## config.mk

```make
export PLATFORM = sky130hd
export DESIGN_NAME = e203_exu_oitf_px_flat
export DESIGN_NICKNAME = d
export VERILOG_FILES = /design/src/rtl/e203_exu_oitf_px_if.sv /design/src/rtl/e203_exu_oitf_px.sv /design/src/flat_wrapper.sv
export SDC_FILE = /design/constraint.sdc
export NUM_CORES = 1
export LEC_CHECK = 0
export CAP_MARGIN = 20
export CORE_MARGIN = 2
export CORE_UTILIZATION = 41
export DETAILED_ROUTE_END_ITERATION = 8
export PLACE_DENSITY = 0.78
export SYNTH_ARGS = -nofsm -noshare
export SYNTH_HDL_FRONTEND = slang
export SYNTH_SLANG_ARGS = --single-unit
```

## constraint.sdc

```tcl
create_clock -name clk -period 2 [get_ports clk]
set_input_delay 0.5 -clock clk [delete_from_list [all_inputs] [get_ports clk]]
set_output_delay 0.5 -clock clk [all_outputs]
set_load 0.05 [all_outputs]
```

## src/rtl/e203_exu_oitf_px_if.sv

```systemverilog
// Dispatch/retire/status bundle of the outstanding-instruction track FIFO.
// master drives requests and operand info; slave (the OITF) returns status and hazard flags.
interface e203_exu_oitf_px_if #(
  parameter int unsigned ITAG_W  = 2,
  parameter int unsigned RFIDX_W = 5,
  parameter int unsigned PC_W    = 32
);
  logic               flush;
  logic               dis_ena;
  logic               dis_ready;
  logic [ITAG_W-1:0]  dis_ptr;
  logic               ret_ena;
  logic [ITAG_W-1:0]  ret_ptr;
  logic [RFIDX_W-1:0] ret_rdidx;
  logic               ret_rdwen;
  logic               ret_rdfpu;
  logic [PC_W-1:0]    ret_pc;
  logic               disp_i_rs1en;
  logic               disp_i_rs2en;
  logic               disp_i_rs3en;
  logic               disp_i_rdwen;
  logic               disp_i_rs1fpu;
  logic               disp_i_rs2fpu;
  logic               disp_i_rs3fpu;
  logic               disp_i_rdfpu;
  logic [RFIDX_W-1:0] disp_i_rs1idx;
  logic [RFIDX_W-1:0] disp_i_rs2idx;
  logic [RFIDX_W-1:0] disp_i_rs3idx;
  logic [RFIDX_W-1:0] disp_i_rdidx;
  logic [PC_W-1:0]    disp_i_pc;
  logic               oitfrd_match_disprs1;
  logic               oitfrd_match_disprs2;
  logic               oitfrd_match_disprs3;
  logic               oitfrd_match_disprd;
  logic               oitf_empty;
  logic               oitf_full;
  logic [ITAG_W:0]    oitf_cnt;

  modport master (
    output flush, dis_ena, ret_ena,
    output disp_i_rs1en, disp_i_rs2en, disp_i_rs3en, disp_i_rdwen,
    output disp_i_rs1fpu, disp_i_rs2fpu, disp_i_rs3fpu, disp_i_rdfpu,
    output disp_i_rs1idx, disp_i_rs2idx, disp_i_rs3idx, disp_i_rdidx, disp_i_pc,
    input  dis_ready, dis_ptr, ret_ptr, ret_rdidx, ret_rdwen, ret_rdfpu, ret_pc,
    input  oitfrd_match_disprs1, oitfrd_match_disprs2, oitfrd_match_disprs3,
    input  oitfrd_match_disprd, oitf_empty, oitf_full, oitf_cnt
  );

  modport slave (
    input  flush, dis_ena, ret_ena,
    input  disp_i_rs1en, disp_i_rs2en, disp_i_rs3en, disp_i_rdwen,
    input  disp_i_rs1fpu, disp_i_rs2fpu, disp_i_rs3fpu, disp_i_rdfpu,
    input  disp_i_rs1idx, disp_i_rs2idx, disp_i_rs3idx, disp_i_rdidx, disp_i_pc,
    output dis_ready, dis_ptr, ret_ptr, ret_rdidx, ret_rdwen, ret_rdfpu, ret_pc,
    output oitfrd_match_disprs1, oitfrd_match_disprs2, oitfrd_match_disprs3,
    output oitfrd_match_disprd, oitf_empty, oitf_full, oitf_cnt
  );
endinterface

```

## src/rtl/e203_exu_oitf_px.sv

```systemverilog
// Outstanding-instruction track FIFO: records long-latency instructions and flags RAW/WAW hazards.
// Define E203_OITF_PC_EN to store a PC per entry and return it on ret_pc.
module e203_exu_oitf_px #(
  parameter int unsigned DEPTH   = 4,
  parameter int unsigned ITAG_W  = 2,
  parameter int unsigned RFIDX_W = 5,
  parameter int unsigned PC_W    = 32
) (
  input logic               clk,
  input logic               rst,
  e203_exu_oitf_px_if.slave bus
);

  localparam logic [ITAG_W-1:0] LastIdx = ITAG_W'(DEPTH - 1);

  logic [ITAG_W-1:0]  alc_ptr_q, alc_ptr_d;
  logic [ITAG_W-1:0]  rtr_ptr_q, rtr_ptr_d;
  logic               alc_flg_q, alc_flg_d;
  logic               rtr_flg_q, rtr_flg_d;
  logic [DEPTH-1:0]   vld_q, vld_d;

  logic [RFIDX_W-1:0] rdidx_q [DEPTH];
  logic [DEPTH-1:0]   rdwen_q;
  logic [DEPTH-1:0]   rdfpu_q;

  logic               ptr_eq;
  logic               oitf_empty;
  logic               oitf_full;
  logic [ITAG_W:0]    oitf_cnt;
  logic               dis_fire;
  logic               ret_fire;

  logic [DEPTH-1:0]   hit_rs1, hit_rs2, hit_rs3, hit_rd;

  // Occupancy status from pointers and wrap flags
  assign ptr_eq     = (alc_ptr_q == rtr_ptr_q);
  assign oitf_empty = ptr_eq & (alc_flg_q == rtr_flg_q);
  assign oitf_full  = ptr_eq & (alc_flg_q != rtr_flg_q);

  always_comb begin
    if (alc_flg_q == rtr_flg_q) begin
      oitf_cnt = {1'b0, alc_ptr_q} - {1'b0, rtr_ptr_q};
    end else begin
      oitf_cnt = (ITAG_W+1)'(DEPTH) - {1'b0, rtr_ptr_q} + {1'b0, alc_ptr_q};
    end
  end

  // Flush suppresses both handshakes so no payload is written on a flushed cycle
  assign dis_fire = bus.dis_ena & ~oitf_full & ~bus.flush;
  assign ret_fire = bus.ret_ena & ~oitf_empty & ~bus.flush;

  always_comb begin
    alc_ptr_d = alc_ptr_q;
    alc_flg_d = alc_flg_q;
    rtr_ptr_d = rtr_ptr_q;
    rtr_flg_d = rtr_flg_q;
    vld_d     = vld_q;

    if (ret_fire) begin
      vld_d[rtr_ptr_q] = 1'b0;
      if (rtr_ptr_q == LastIdx) begin
        rtr_ptr_d = '0;
        rtr_flg_d = ~rtr_flg_q;
      end else begin
        rtr_ptr_d = rtr_ptr_q + ITAG_W'(1);
      end
    end

    // Dispatch and retire never target the same slot: full blocks one, empty the other
    if (dis_fire) begin
      vld_d[alc_ptr_q] = 1'b1;
      if (alc_ptr_q == LastIdx) begin
        alc_ptr_d = '0;
        alc_flg_d = ~alc_flg_q;
      end else begin
        alc_ptr_d = alc_ptr_q + ITAG_W'(1);
      end
    end

    if (bus.flush) begin
      alc_ptr_d = '0;
      alc_flg_d = 1'b0;
      rtr_ptr_d = '0;
      rtr_flg_d = 1'b0;
      vld_d     = '0;
    end
  end

  always_ff @(posedge clk) begin
    if (rst) begin
      alc_ptr_q <= '0;
      alc_flg_q <= 1'b0;
      rtr_ptr_q <= '0;
      rtr_flg_q <= 1'b0;
      vld_q     <= '0;
    end else begin
      alc_ptr_q <= alc_ptr_d;
      alc_flg_q <= alc_flg_d;
      rtr_ptr_q <= rtr_ptr_d;
      rtr_flg_q <= rtr_flg_d;
      vld_q     <= vld_d;
    end
  end

  // Payload is qualified by the valid bits, so it carries no reset
  always_ff @(posedge clk) begin
    if (dis_fire & ~rst) begin
      rdidx_q[alc_ptr_q] <= bus.disp_i_rdidx;
      rdwen_q[alc_ptr_q] <= bus.disp_i_rdwen;
      rdfpu_q[alc_ptr_q] <= bus.disp_i_rdfpu;
    end
  end

`ifdef E203_OITF_PC_EN
  logic [PC_W-1:0] pc_q [DEPTH];

  always_ff @(posedge clk) begin
    if (dis_fire & ~rst) begin
      pc_q[alc_ptr_q] <= bus.disp_i_pc;
    end
  end

  assign bus.ret_pc = pc_q[rtr_ptr_q];
`else
  logic unused_pc;

  assign unused_pc  = ^bus.disp_i_pc;
  assign bus.ret_pc = '0;
`endif

  // Hazard compare against registered entries only; a same-cycle dispatch is not visible
  for (genvar g = 0; g < DEPTH; g++) begin : g_ent
    logic live;

    assign live       = vld_q[g] & rdwen_q[g];
    assign hit_rs1[g] = live & bus.disp_i_rs1en & (rdfpu_q[g] == bus.disp_i_rs1fpu) &
                        (rdidx_q[g] == bus.disp_i_rs1idx);
    assign hit_rs2[g] = live & bus.disp_i_rs2en & (rdfpu_q[g] == bus.disp_i_rs2fpu) &
                        (rdidx_q[g] == bus.disp_i_rs2idx);
    assign hit_rs3[g] = live & bus.disp_i_rs3en & (rdfpu_q[g] == bus.disp_i_rs3fpu) &
                        (rdidx_q[g] == bus.disp_i_rs3idx);
    assign hit_rd[g]  = live & bus.disp_i_rdwen & (rdfpu_q[g] == bus.disp_i_rdfpu) &
                        (rdidx_q[g] == bus.disp_i_rdidx);
  end

  assign bus.oitfrd_match_disprs1 = |hit_rs1;
  assign bus.oitfrd_match_disprs2 = |hit_rs2;
  assign bus.oitfrd_match_disprs3 = |hit_rs3;
  assign bus.oitfrd_match_disprd  = |hit_rd;

  assign bus.dis_ready  = ~oitf_full;
  assign bus.dis_ptr    = alc_ptr_q;
  assign bus.ret_ptr    = rtr_ptr_q;
  assign bus.ret_rdidx  = rdidx_q[rtr_ptr_q];
  assign bus.ret_rdwen  = rdwen_q[rtr_ptr_q];
  assign bus.ret_rdfpu  = rdfpu_q[rtr_ptr_q];
  assign bus.oitf_empty = oitf_empty;
  assign bus.oitf_full  = oitf_full;
  assign bus.oitf_cnt   = oitf_cnt;

`ifndef SYNTHESIS
  // The valid vector must always agree with the pointer-derived count
  a_cnt_vld : assert property (@(posedge clk) disable iff (rst)
    ($countones(vld_q) == int'(oitf_cnt)));
  a_cnt_max : assert property (@(posedge clk) disable iff (rst)
    (int'(oitf_cnt) <= int'(DEPTH)));
`endif

endmodule

```

## src/flat_wrapper.sv

```systemverilog
// flat-port wrapper written by rule: the top's interface ports become plain ports
module e203_exu_oitf_px_flat 
#(
  parameter int unsigned DEPTH   = 4,
  parameter int unsigned ITAG_W  = 2,
  parameter int unsigned RFIDX_W = 5,
  parameter int unsigned PC_W    = 32
)
  (clk, rst, bus_flush, bus_dis_ena, bus_ret_ena, bus_disp_i_rs1en, bus_disp_i_rs2en, bus_disp_i_rs3en, bus_disp_i_rdwen, bus_disp_i_rs1fpu, bus_disp_i_rs2fpu, bus_disp_i_rs3fpu, bus_disp_i_rdfpu, bus_disp_i_rs1idx, bus_disp_i_rs2idx, bus_disp_i_rs3idx, bus_disp_i_rdidx, bus_disp_i_pc, bus_dis_ready, bus_dis_ptr, bus_ret_ptr, bus_ret_rdidx, bus_ret_rdwen, bus_ret_rdfpu, bus_ret_pc, bus_oitfrd_match_disprs1, bus_oitfrd_match_disprs2, bus_oitfrd_match_disprs3, bus_oitfrd_match_disprd, bus_oitf_empty, bus_oitf_full, bus_oitf_cnt);
  e203_exu_oitf_px_if #(.ITAG_W(ITAG_W), .RFIDX_W(RFIDX_W), .PC_W(PC_W)) bus_i ();
  input logic clk;
  input logic rst;
  input wire logic [$bits(bus_i.flush)-1:0] bus_flush;
  input wire logic [$bits(bus_i.dis_ena)-1:0] bus_dis_ena;
  input wire logic [$bits(bus_i.ret_ena)-1:0] bus_ret_ena;
  input wire logic [$bits(bus_i.disp_i_rs1en)-1:0] bus_disp_i_rs1en;
  input wire logic [$bits(bus_i.disp_i_rs2en)-1:0] bus_disp_i_rs2en;
  input wire logic [$bits(bus_i.disp_i_rs3en)-1:0] bus_disp_i_rs3en;
  input wire logic [$bits(bus_i.disp_i_rdwen)-1:0] bus_disp_i_rdwen;
  input wire logic [$bits(bus_i.disp_i_rs1fpu)-1:0] bus_disp_i_rs1fpu;
  input wire logic [$bits(bus_i.disp_i_rs2fpu)-1:0] bus_disp_i_rs2fpu;
  input wire logic [$bits(bus_i.disp_i_rs3fpu)-1:0] bus_disp_i_rs3fpu;
  input wire logic [$bits(bus_i.disp_i_rdfpu)-1:0] bus_disp_i_rdfpu;
  input wire logic [$bits(bus_i.disp_i_rs1idx)-1:0] bus_disp_i_rs1idx;
  input wire logic [$bits(bus_i.disp_i_rs2idx)-1:0] bus_disp_i_rs2idx;
  input wire logic [$bits(bus_i.disp_i_rs3idx)-1:0] bus_disp_i_rs3idx;
  input wire logic [$bits(bus_i.disp_i_rdidx)-1:0] bus_disp_i_rdidx;
  input wire logic [$bits(bus_i.disp_i_pc)-1:0] bus_disp_i_pc;
  output wire logic [$bits(bus_i.dis_ready)-1:0] bus_dis_ready;
  output wire logic [$bits(bus_i.dis_ptr)-1:0] bus_dis_ptr;
  output wire logic [$bits(bus_i.ret_ptr)-1:0] bus_ret_ptr;
  output wire logic [$bits(bus_i.ret_rdidx)-1:0] bus_ret_rdidx;
  output wire logic [$bits(bus_i.ret_rdwen)-1:0] bus_ret_rdwen;
  output wire logic [$bits(bus_i.ret_rdfpu)-1:0] bus_ret_rdfpu;
  output wire logic [$bits(bus_i.ret_pc)-1:0] bus_ret_pc;
  output wire logic [$bits(bus_i.oitfrd_match_disprs1)-1:0] bus_oitfrd_match_disprs1;
  output wire logic [$bits(bus_i.oitfrd_match_disprs2)-1:0] bus_oitfrd_match_disprs2;
  output wire logic [$bits(bus_i.oitfrd_match_disprs3)-1:0] bus_oitfrd_match_disprs3;
  output wire logic [$bits(bus_i.oitfrd_match_disprd)-1:0] bus_oitfrd_match_disprd;
  output wire logic [$bits(bus_i.oitf_empty)-1:0] bus_oitf_empty;
  output wire logic [$bits(bus_i.oitf_full)-1:0] bus_oitf_full;
  output wire logic [$bits(bus_i.oitf_cnt)-1:0] bus_oitf_cnt;
  assign bus_i.flush = bus_flush;
  assign bus_i.dis_ena = bus_dis_ena;
  assign bus_i.ret_ena = bus_ret_ena;
  assign bus_i.disp_i_rs1en = bus_disp_i_rs1en;
  assign bus_i.disp_i_rs2en = bus_disp_i_rs2en;
  assign bus_i.disp_i_rs3en = bus_disp_i_rs3en;
  assign bus_i.disp_i_rdwen = bus_disp_i_rdwen;
  assign bus_i.disp_i_rs1fpu = bus_disp_i_rs1fpu;
  assign bus_i.disp_i_rs2fpu = bus_disp_i_rs2fpu;
  assign bus_i.disp_i_rs3fpu = bus_disp_i_rs3fpu;
  assign bus_i.disp_i_rdfpu = bus_disp_i_rdfpu;
  assign bus_i.disp_i_rs1idx = bus_disp_i_rs1idx;
  assign bus_i.disp_i_rs2idx = bus_disp_i_rs2idx;
  assign bus_i.disp_i_rs3idx = bus_disp_i_rs3idx;
  assign bus_i.disp_i_rdidx = bus_disp_i_rdidx;
  assign bus_i.disp_i_pc = bus_disp_i_pc;
  assign bus_dis_ready = bus_i.dis_ready;
  assign bus_dis_ptr = bus_i.dis_ptr;
  assign bus_ret_ptr = bus_i.ret_ptr;
  assign bus_ret_rdidx = bus_i.ret_rdidx;
  assign bus_ret_rdwen = bus_i.ret_rdwen;
  assign bus_ret_rdfpu = bus_i.ret_rdfpu;
  assign bus_ret_pc = bus_i.ret_pc;
  assign bus_oitfrd_match_disprs1 = bus_i.oitfrd_match_disprs1;
  assign bus_oitfrd_match_disprs2 = bus_i.oitfrd_match_disprs2;
  assign bus_oitfrd_match_disprs3 = bus_i.oitfrd_match_disprs3;
  assign bus_oitfrd_match_disprd = bus_i.oitfrd_match_disprd;
  assign bus_oitf_empty = bus_i.oitf_empty;
  assign bus_oitf_full = bus_i.oitf_full;
  assign bus_oitf_cnt = bus_i.oitf_cnt;
  e203_exu_oitf_px #(.DEPTH(DEPTH), .ITAG_W(ITAG_W), .RFIDX_W(RFIDX_W), .PC_W(PC_W)) u_core (.clk(clk), .rst(rst), .bus(bus_i));
endmodule
```

# [Yosys cells after proc, flatten, opt, wreduce, memory -nomap -nowiden]
# Memories as Yosys holds them, arrays and structs flattened. A register that Yosys moved wholly into a read port is not among the register bits.
# Cells that the tools add are included.
[classes] n_addsub=5 mul=0 n_div=0 n_lt_le_gt_ge=4 eq_ne=37 n_shift=0 n_mux=19 bitwise_logic=68 n_reduce_logical=9
[op_table] op="equality test 5 bit" count=16
[op_table] op="bitwise AND 1 bit" count=59
[op_table] op="equality test 1 bit" count=17
[op_table] op="OR reduction 4 bit" count=4
[op_table] op="bitwise mux 4 bit" count=2
[op_table] op="2-to-1 mux 2 bit" count=4
[op_table] op="2-to-1 mux 4 bit" count=2
[op_table] op="< comparator 2 x 3 -> 1 bit, second input constant" count=2
[op_table] op="2-to-1 mux 1 bit" count=6
[op_table] op="inverter 1 bit" count=6
[op_table] op="adder 2 x 1 -> 2 bit, second input constant" count=2
[op_table] op="bitwise AND 4 bit" count=1
[op_table] op="binary-select mux 1 bit (select 2 bit)" count=2
[op_table] op="demux 1 bit (select 2 bit)" count=2
[op_table] op="equality test 2 bit, second input constant" count=2
[op_table] op=">= comparator 2 x 1 -> 1 bit, second input constant" count=2
[op_table] op="inverter 4 bit" count=1
[op_table] op="OR 4 bit" count=1
[op_table] op="AND reduction 2 bit" count=2
[op_table] op="adder 3 x 2 -> 3 bit" count=1
[op_table] op="2-to-1 mux 3 bit" count=1
[op_table] op="subtractor 2 x 2 -> 3 bit" count=1
[op_table] op="subtractor 3 x 2 -> 3 bit, first input constant" count=1
[op_table] op="equality test 2 bit" count=1
[op_table] op="other kinds (3)" count=4
[totals] ff_bits=18 latch_bits=0 mem_bits_rw=20 rom_bits=0 input_bits=65 output_inout_bits=53 memories=1
[mem_list] name="u_core.rdidx_q" depth=4 width=5 read_ports=5 rd_ports_with_merged_regs=1 write_ports=1 line_no="e203_exu_oitf_px.sv:22" source="logic [RFIDX_W-1:0] rdidx_q [DEPTH];"

# [Longest topological paths before layout]
# Gate-level depths: netlist (run 1).
[depth] depth_word=9 ltp_mapped=6 ltp_nobuf=6

# [Worst setup path after synthesis (run 1)]
# Ideal clock, no wire load.
[synth_path] path_type="register -> output" from="reg u_core.rtr_ptr_q[0] (netlist: u_core.bus.ret_ptr[0])" to="out bus_oitf_cnt[2]" arrival_time_ps=2287 path_slack_ps=-787 path_stages_with_launch=5 path_buffers=0 cell_sequence="dfxtp_1 > ha_1 > inv_1 > fa_1 > xnor2_1"
[synth_between] elab_chain_len=3
[synth_lines] item="from (decl)" line_no="e203_exu_oitf_px.sv:17" source="logic [ITAG_W-1:0] rtr_ptr_q, rtr_ptr_d;"
[synth_lines] item="from (signal assigned)" line_no="e203_exu_oitf_px.sv:99" source="rtr_ptr_q <= rtr_ptr_d;"
[synth_lines] item="subtractor 3 x 2 -> 3 bit" line_no="e203_exu_oitf_px.sv:44" source="oitf_cnt = (ITAG_W+1)'(DEPTH) - {1'b0, rtr_ptr_q} + {1'b0, alc_ptr_q};"
[synth_lines] item="adder 3 x 2 -> 3 bit" line_no="e203_exu_oitf_px.sv:44"
[synth_lines] item="2-to-1 mux 3 bit (*)" line_no="e203_exu_oitf_px.sv:41" source="if (alc_flg_q == rtr_flg_q) begin"
[synth_lines] item="to (decl)" line_no="flat_wrapper.sv:42" source="output wire logic [$bits(bus_i.oitf_cnt)-1:0] bus_oitf_cnt;"
# Every way passes the cells marked *; elsewhere a longest branch is shown, timed or not.

==> impl_metrics.py, run 1 <==
metrics = {
    "floorplan": {
        "coreArea_um2": 7650,
        "die_w_um": 92.3,
        "fp.dieH_um": 92.3,
        "num_rows": 32,
        "initial_core_util_pct": 41.8,
        "num_io_pins": 118,
        "die_area_um2": 8520,
    },
    "synthesis": {
        "synth_area_per_cell_um2": 10.0,
        "syn_area_um2": 3200,
        "ys_seq_area_share_pct": 33.8,
        "syn_inst": 319,
        "ys.warnings.count": 0,
        "ys_ff_latch": 40,
        "ys_types": 30,
    },
    "timing": {
        "skew_ns": 0.00457,
        "worst_slack_ns": -0.334,
        "max_freq_mhz": 429,
        "hold_slack_ns": 0.551,
        "rsz0062_at_grt": "true",
        "finalCritPeriodShare_pct": 117,
        "period_needed_ns": 2.33,
        "hold_violations": 0,
        "finalMaxSlewViolations": 0,
        "fin_setup_tns_ns": -2.04,
        "finalSetupViolCount": 12,
    },
    "critical_path": {
        "worstReg2RegStart": "u_core.bus.ret_ptr[1]",
        "crit_path_start": "u_core.rdidx_q[0][1]",
        "r2r_end": "u_core.rdidx_q[2][0]",
        "rrSetupSlack_ns": 0.08,
        "cp-start-kind": "flop",
        "worstSetupPathType": "reg -> out",
        "end_kind": "output port",
        "r2r_cells": 7,
        "cp.arrival_ns": 1.83,
        "cp.required_ns": 1.50,
        "critPathMaxFanout": 4,
    },
    "routing": {
        "via_per_inst": 5.10,
        "firstDrtPassIters": 5,
        "avgRoutedWirePerCell_um": 16.9,
        "wl_mm": 8.64,
        "drtIter0Drc": 274,
        "ant_nets": 0,
        "drcViolationCount": 0,
        "vias": 2599,
    },
    "global_route": {
        "grt_max_degree": 13,
        "grt_pass1_vias": 2624,
        "grt_usage_pct": 20.4,
        "antenna_found_initial": 0,
        "overflow": 0,
        "grt_first_pass_wirelength_mm": 13.4,
    },
    "pwr": {
        "p_sw_share_pct": 31.4,
        "p_seq_share_pct": 47.4,
        "p_sw_w": 0.000596,
        "power_density_nw_per_um2": 421,
        "leakage_nw": 1.74,
        "clockPowerShare_pct": 27.7,
        "intPower_w": 0.00131,
        "comb_power_share_pct": 24.9,
        "max-vdd-ir-drop_uv": 471,
    },
    "clocking": {
        "cts_hold_buf": 0,
        "clock_latency_ns": 0.29,
        "cts_tree": "yes",
        "numCtsBuffers": 5,
        "clockBufferDepth": 2,
        "htreeDepth": 2,
        "cts.sinks": 40,
        "cts.clk_slew.worst_paths_ns": 0.08,
        "cts-root-buf": "clkbuf_8",
    },
    "final_layout": {
        "layout-drive-gt1-share_pct": 34.1,
        "area_growth_syn_to_layout_pct": 41.2,
        "layout_common_cells": "xor2_1 (61), buf_4 (51), xnor2_1 (37), conb_1 (32), edfxtp_1 (28)",
        "final_common_cell": "xor2_1",
        "nets": 483,
        "fill_cells": 597,
        "n_antenna_cell": 0,
    },
    "status": {
        "violations": "setup timing",
        "status": "complete, but fails checks",
    },
    "worst_hold_path": {
        "hold_end": "u_core.rdidx_q[1][4]",
        "holdPathStages": 1,
        "min_from": "bus_disp_i_rdidx[4]",
        "hold_class": "in -> reg",
    },
    "placed_design": {
        "hpwl_mm": 6.65,
        "routabilityCongestion": 1.03,
        "port_buffers": 53,
        "pre_cts_ws_ns": -0.686,
    },
    "run": {
        "drv_cap": 0,
    },
}
[registers in the layout, indices dropped and copies added (netlist names), named ones only]
register            count
u_core.rdidx_q         20
u_core.rdfpu_q          4
u_core.rdwen_q          4
u_core.vld_q            4
u_core.bus.dis_ptr      2
u_core.bus.ret_ptr      2
u_core.alc_flg_q        1
u_core.rtr_flg_q        1
[power by group through the flow]
stage | logic [W] | clock network [W] | registers [W]
CTS | 0.000462 | 0.000533 | 0.000902
global route | 0.000499 | 0.000575 | 0.000903
global placement | 0.000439 | 0 | 0.000921
finish | 0.000473 | 0.000526 | 0.000902
detailed placement | 0.000448 | 0 | 0.000921
floorplan | 0.000328 | 0 | 0.000915
[how the worst max path moves through the flow]
stage	endpoint	depth (start not counted)
2_1_floorplan	bus_oitf_empty	4
4_1_cts	bus_oitfrd_match_disprs1	6
5_1_grt	bus_oitfrd_match_disprs1	6
3_5_place_dp	bus_oitfrd_match_disprd	6
3_3_place_gp	bus_oitfrd_match_disprs2	7
6_report	bus_oitfrd_match_disprs1	6
[layout make-up]
type | count | area (um^2) | area share (%)
repair buffers | 113 | 1120 | 24.9
inverters | 7 | 36.3 | 0.804
clock inverters | 1 | 8.76 | 0.194
clock buffers | 7 | 76.3 | 1.69
well taps | 102 | 128 | 2.83
flip-flops and latches | 40 | 1090 | 24.3
multi-input cells | 240 | 2050 | 45.4
[critical path: stages, from the launching register on]
cell	delay, ns
edfxtp_1	0.52
buf_6	0.18
xor2_2	0.14
nor4_2	0.29
nand4_1	0.12
nand4_1	0.14
buf_12	0.15
[routing by layer]
layer | vias up | track usage (%) | wire [um]
met5 | - | 0 | 0
met4 | 0 | 6.22 | 142
met3 | 10 | 2.28 | 579
met2 | 132 | 35.8 | 4390
met1 | 1264 | 26.4 | 3530
li1 | 1193 | - | -
[what timing repair did]
| action | in CTS | in global routing |
|---|---|---|
| setup endpoints to repair | 15 | 14 |
| pin swaps | 21 | 11 |
| setup buffers | 13 | 5 |
| gates resized for setup | 66 | 14 |
[stage by stage]
stage | cells | total power [W] | cell area [um^2] | utilization (%)
3_3_place_gp | 485 | 0.00136 | 4070 | 53.2
4_1_cts | 505 | 0.00190 | 4430 | 57.9
2_1_floorplan | 350 | 0.00124 | 3370 | -
6_report | 510 | 0.00190 | 4510 | 59.0
5_1_grt | 510 | 0.00198 | 4510 | 59.0
3_5_place_dp | 485 | 0.00137 | 4070 | 53.2
[cells by family after synthesis]
| kind of cell | share of synthesized area [%] |
|---|---|
| adder cells (fa/ha/maj) | 4.54 |
| AO/OA/AOI/OAI | 3.09 |
| AND/OR/NAND/NOR | 12.7 |
| XOR/XNOR | 27.9 |
| flip-flops | 33.8 |
| other | 0.117 |
| multiplexers | 5.87 |
| buffers and inverters | 12.0 |
[synth_stat cells]
master    number  area [um^2]
or2_2          1         6.26
or3_1          1         6.26
ha_1          10          125
o211ai_1       2         15.0
o21ai_2        1         8.76
buf_1         11         41.3
a32o_1         4         40.0
a22oi_1        2         15.0
dfxtp_1       12          240
and2_1         4         25.0
nand4_1       14         87.6
mux2i_1        3         30.0
buf_4         32          240
clkbuf_1      20         75.1
xor2_1        62          543
conb_1         1         3.75
edfxtp_1      28          841
nor3_1         4         20.0
nor2_1         9         33.8
nor2b_1        2         12.5
inv_1          7         26.3
nand2_1        5         18.8
nand3_1       19         95.1
fa_1           1         20.0
a21oi_1        1         5.00
o21a_4         1         15.0
xnor2_1       38          333
mux4_2         7          158
xor2_2         1         16.3
nor4_1        16          100
(Power assumes the default switching activity.)
==> run 2, diff against run 1 <==
GPL_TIMING_DRIVEN = 0   (was not set)
==> impl_metrics.py, run 2 (synthesis gave the netlist of run 1 again) <==
metrics = {
    "pwr": {
        "leakage_nw": 1.77,
        "p_seq_share_pct": 47.9,
        "power_density_nw_per_um2": 423,
        "p_sw_w": 0.000575,
        "intPower_w": 0.00131,
        "comb_power_share_pct": 25.4,
        "max-vdd-ir-drop_uv": 289,
        "p_sw_share_pct": 30.5,
        "clockPowerShare_pct": 26.7,
    },
    "worst_hold_path": {
        "hold_class": "in -> reg",
    },
    "placed_design": {
        "port_buffers": 51,
        "routabilityCongestion": 0.939,
        "hpwl_mm": 6.27,
        "pre_cts_ws_ns": -1.26,
        "dp.cells": 503,
    },
    "critical_path": {
        "worstSetupPathType": "reg -> out",
        "path_cells": "xor2_1 > nor4_2 > nand4_1 > nand3_1 > buf_6",
        "cp-start-kind": "flop",
        "end_kind": "output port",
        "max_stage_delay_ns": 0.54,
        "slowest_stage": "edfxtp_1",
        "cp.arrival_ns": 1.82,
        "critPathMaxFanout": 5,
        "cp.required_ns": 1.50,
        "crit_buf_inv": 1,
        "critPathTopFamily": "simple AND/OR/NAND/NOR gates",
    },
    "global_route": {
        "grt_pass1_vias": 2438,
        "grt_max_degree": 13,
        "grt_usage_pct": 19.3,
        "overflow": 0,
        "grt_first_pass_wirelength_mm": 12.6,
        "antenna_found_initial": 0,
    },
    "clocking": {
        "cts_tree": "yes",
        "clockBufferDepth": 2,
        "numCtsBuffers": 5,
        "htreeDepth": 2,
        "cts-root-buf": "clkbuf_8",
        "cts.clk_slew.worst_paths_ns": 0.07,
        "clock_latency_ns": 0.29,
        "cts.sinks": 40,
    },
    "routing": {
        "firstDrtPassIters": 4,
        "ant_nets": 0,
        "drcViolationCount": 0,
        "via_per_inst": 4.92,
        "wl_mm": 8.42,
        "avgRoutedWirePerCell_um": 16.1,
        "drtIter0Drc": 238,
        "vias": 2570,
    },
    "final_layout": {
        "top_register": "u_core.rdidx_q",
        "fin_cells": 522,
        "area_growth_syn_to_layout_pct": 39.5,
        "n_antenna_cell": 0,
        "layout-drive-gt1-share_pct": 34.8,
        "nets": 495,
        "fill_cells": 625,
        "final_common_cell": "buf_4",
        "layout_common_cells": "buf_4 (69), xor2_1 (60), xnor2_1 (37), conb_1 (32), edfxtp_1 (28)",
        "largest_reg_flops": 20,
    },
    "timing": {
        "maxSlewHeadroom_pct": 65.7,
        "finalMaxSlewViolations": 0,
        "period_needed_ns": 2.32,
        "fin_setup_tns_ns": -1.74,
        "worst_slack_ns": -0.318,
        "rsz0062_at_grt": "true",
        "finalSetupViolCount": 13,
        "skew_ns": 0.00804,
        "hold_violations": 0,
        "max_freq_mhz": 431,
        "hold_slack_ns": 0.577,
        "worst_pin_slew_ns": 0.517,
        "finalCritPeriodShare_pct": 116,
    },
    "floorplan": {
        "coreArea_um2": 7650,
        "fp.dieH_um": 92.3,
        "die_w_um": 92.3,
        "die_area_um2": 8520,
        "num_rows": 32,
        "num_io_pins": 118,
        "initial_core_util_pct": 41.8,
    },
    "status": {
        "violations": "setup timing",
        "status": "complete, but fails checks",
    },
    "run": {
        "drv_cap": 0,
    },
}
## run 2: cell types whose count changed in the layout (fill, tap and decap cells not counted), sizes merged
cell           delta
dlygate4sd2       +6
clkdlybuf4s15     +3
dlymetal6s2s      -1
clkdlybuf4s50     -6
clkbuf            +1
buf               +9
## run 2: cell type report
cell class                 instances  area (um^2)  share of cell area (%)
multi-input combinational        240         2060                    46.3
clock buffer                       7         76.3                    1.71
buffer                            38          274                    6.15
sequential                        40         1090                    24.6
timing repair buffer              87          782                    17.5
inverter                           7         36.3                   0.814
clock inverter                     1         5.00                   0.112
tap                              102          128                    2.86
## run 2: repair_timing
item	in CTS	in global routing
setup buffers	22	14
gates cloned	0	0
resized for setup	175	18
pin swaps	24	12
setup endpoints to repair	48	16
hold buffers	0	0
## run 2: final timing paths
kind	start	to	slack (ns)	cells after the start
setup / recovery	u_core.rdidx_q[1][4]	bus_oitfrd_match_disprs2	-0.32	5
hold / removal	bus_disp_i_rdidx[2]	u_core.rdidx_q[0][2]	0.58	1
hold reg to reg	u_core.vld_q[0]	u_core.vld_q[0]	0.62	1
setup reg to reg	u_core.bus.ret_ptr[1]	u_core.rdfpu_q[1]	0.18	6
## run 2: stage by stage
stage	cell area (um^2)	total power (W)	utilization [%]
2_1_floorplan	3370	0.00124	-
3_3_place_gp	4010	0.00137	52.4
3_5_place_dp	4010	0.00138	52.4
4_1_cts	4300	0.00188	56.3
5_1_grt	4460	0.00196	58.3
6_report	4460	0.00188	58.3
## run 2: power groups by stage
stage               clock (W)  sequential [W]  combinational [W]
finish               0.000503        0.000903           0.000478
global route         0.000546        0.000903           0.000506
CTS                  0.000516        0.000902           0.000466
detailed placement          0        0.000913           0.000467
global placement            0        0.000913           0.000460
floorplan                   0        0.000915           0.000328
## run 2: layer usage
metal / GRT usage, % / up-vias / routed length (um)
li1: - / 1219 / -
met1: 25.4 / 1213 / 3520
met2: 31.6 / 116 / 4030
met3: 2.77 / 22 / 541
met4: 8.71 / 0 / 315
met5: 0 / - / 0
==> run 3, diff against run 2 <==
CORE_UTILIZATION = 49   (was 41)
PLACE_DENSITY = 0.87   (was 0.78)
clock period = 2.8 ns   (was 2 ns; I/O delays follow)
==> impl_metrics.py, run 3 (synthesis gave the netlist of run 1 again) <==
metrics = {
    "floorplan": {
        "die_area_um2": 7190,
        "coreArea_um2": 6310,
        "num_io_pins": 118,
        "die_w_um": 84.8,
        "num_rows": 29,
        "initial_core_util_pct": 50.6,
        "fp.dieH_um": 84.8,
    },
    "timing": {
        "rsz0062_at_grt": "true",
        "finalSetupViolCount": 0,
        "fin_setup_tns_ns": 0,
        "maxSlewHeadroom_pct": 65.0,
        "hold_slack_ns": 0.555,
        "max_freq_mhz": 359,
        "finalCritPeriodShare_pct": 99.4,
        "worst_pin_slew_ns": 0.524,
        "hold_violations": 0,
        "skew_ns": 0.0109,
        "finalMaxSlewViolations": 0,
        "period_needed_ns": 2.78,
        "worst_slack_ns": 0.0167,
    },
    "worst_hold_path": {
        "hold_class": "reg -> reg",
        "holdPathStages": 2,
        "min_from": "u_core.bus.dis_ptr[0]",
        "hold_end": "u_core.bus.dis_ptr[0]",
    },
    "final_layout": {
        "post-route-util_pct": 64.7,
        "nets": 483,
        "layout_common_cells": "xor2_1 (62), xnor2_1 (37), buf_4 (33), conb_1 (32), edfxtp_1 (28)",
        "final_common_cell": "xor2_1",
        "n_antenna_cell": 0,
        "top_register": "u_core.rdidx_q",
        "fill_cells": 518,
        "layout-drive-gt1-share_pct": 18.6,
        "largest_reg_flops": 20,
        "area_growth_syn_to_layout_pct": 27.7,
    },
    "routing": {
        "wl_mm": 8.00,
        "drcViolationCount": 0,
        "drtIter0Drc": 238,
        "via_per_inst": 5.21,
        "ant_nets": 0,
        "avgRoutedWirePerCell_um": 16.5,
        "vias": 2527,
        "firstDrtPassIters": 4,
    },
    "critical_path": {
        "end_kind": "output port",
        "critPathTopFamily": "simple AND/OR/NAND/NOR gates",
        "worstReg2RegStart": "u_core.bus.ret_ptr[1]",
        "rrSetupSlack_ns": 0.25,
        "r2r_cells": 6,
        "worstSetupPathType": "in -> out",
        "crit_buf_inv": 2,
        "cp.arrival_ns": 2.08,
        "cp-start-kind": "input pin",
        "max_stage_delay_ns": 0.42,
        "path_cells": "dlygate4sd2_1 > xor2_1 > nor4_1 > nand4_1 > nand4_1 > buf_6",
        "r2r_end": "u_core.rdfpu_q[2]",
        "cp.required_ns": 2.10,
        "critPathMaxFanout": 8,
        "cpMostUsedCell": "nand4_1",
        "slowest_stage": "dlygate4sd2_1",
    },
    "placed_design": {
        "hpwl_mm": 6.17,
        "port_buffers": 51,
        "pre_cts_ws_ns": -0.961,
        "routabilityCongestion": 0.933,
    },
    "global_route": {
        "grt_first_pass_wirelength_mm": 12.3,
        "use_met2_pct": 36.1,
        "antenna_found_initial": 0,
        "grtUsageMet3_pct": 3.83,
        "grt_usage_pct": 22.0,
        "grt_use_met1_pct": 29.3,
        "overflow": 0,
        "grt_max_degree": 13,
        "grt.busiest_layer": "met2",
        "grt_pass1_vias": 2448,
    },
    "run": {
        "drv_cap": 0,
    },
    "pwr": {
        "leakage_nw": 1.60,
        "p_sw_share_pct": 30.3,
        "p_seq_share_pct": 48.1,
        "comb_power_share_pct": 24.9,
        "power_density_nw_per_um2": 327,
        "intPower_w": 0.000929,
        "clockPowerShare_pct": 27.0,
        "max-vdd-ir-drop_uv": 409,
        "p_sw_w": 0.000404,
    },
    "clocking": {
        "htreeDepth": 2,
        "cts-root-buf": "clkbuf_8",
        "postCtsSetupBuffers": 0,
        "cts_hold_buf": 0,
        "cts.clk_slew.worst_paths_ns": 0.07,
        "cts.sinks": 40,
        "numCtsBuffers": 5,
        "clockBufferDepth": 2,
        "cts_tree": "yes",
        "clock_latency_ns": 0.29,
    },
    "status": {
        "status": "finished, final reports clean",
    },
}
run 3: how the worst max path moves through the flow:
stage | start | to | slack, ns | depth (start not counted)
floorplan | u_core.bus.ret_ptr[1] | bus_oitf_empty | 0.03 | 4
global placement | bus_disp_i_rs3idx[4] | bus_oitfrd_match_disprs3 | -0.81 | 6
detailed placement | bus_disp_i_rdidx[4] | bus_oitfrd_match_disprd | -0.96 | 6
CTS | bus_disp_i_rdidx[3] | bus_oitfrd_match_disprd | -0.15 | 7
global route | bus_disp_i_rdidx[1] | bus_oitfrd_match_disprd | -0.03 | 6
finish | bus_disp_i_rdidx[1] | bus_oitfrd_match_disprd | 0.02 | 6
run 3: metrics by stage:
step                      instances  cell area [um^2]  total power [W]
final                           485              4080          0.00133
after global routing            485              4080          0.00139
after CTS                       486              4050          0.00134
after detailed placement        478              3940         0.000986
after global placement          478              3940         0.000980
after floorplan                 350              3330         0.000889
run 3: repair_timing:
action                                  CTS  global route
pin swaps                                 6             2
gates resized for setup                  67            17
endpoints found under the setup margin   16             5
run 3: cell type report:
class	instances	area [um^2]	share of cell area, %
repair buffers	51	493	12.1
multi-input cells	240	1940	47.6
inverters	7	30.0	0.736
plain buffers	62	358	8.76
clock buffers	7	76.3	1.87
well taps	77	96.3	2.36
clock inverters	1	5.00	0.123
flip-flops and latches	40	1080	26.5
run 3: power groups by stage:
stage / clock, W / combinational, W / sequential, W
after detailed placement: 0 / 0.000331 / 0.000654
final: 0.000359 / 0.000332 / 0.000642
after CTS: 0.000370 / 0.000327 / 0.000641
after global placement: 0 / 0.000326 / 0.000654
after floorplan: 0 / 0.000234 / 0.000656
after global routing: 0.000396 / 0.000350 / 0.000642
run 3: metal layers:
metal / vias up / wire, um / part of all wire (%)
met4: 0 / 144 / 1.8
met5: - / 0 / 0
met1: 1194 / 3220 / 40
li1: 1197 / - / -
met2: 123 / 3950 / 49
met3: 13 / 680 / 8.5
run 3: worst register-to-register path: stages (launching register included):
cell and delay [ns]:
dfxtp_1 0.51, inv_1 0.18, ha_1 0.35, nand2_1 0.19, o21ai_2 0.11, nor2_1 0.39, and2_1 0.46
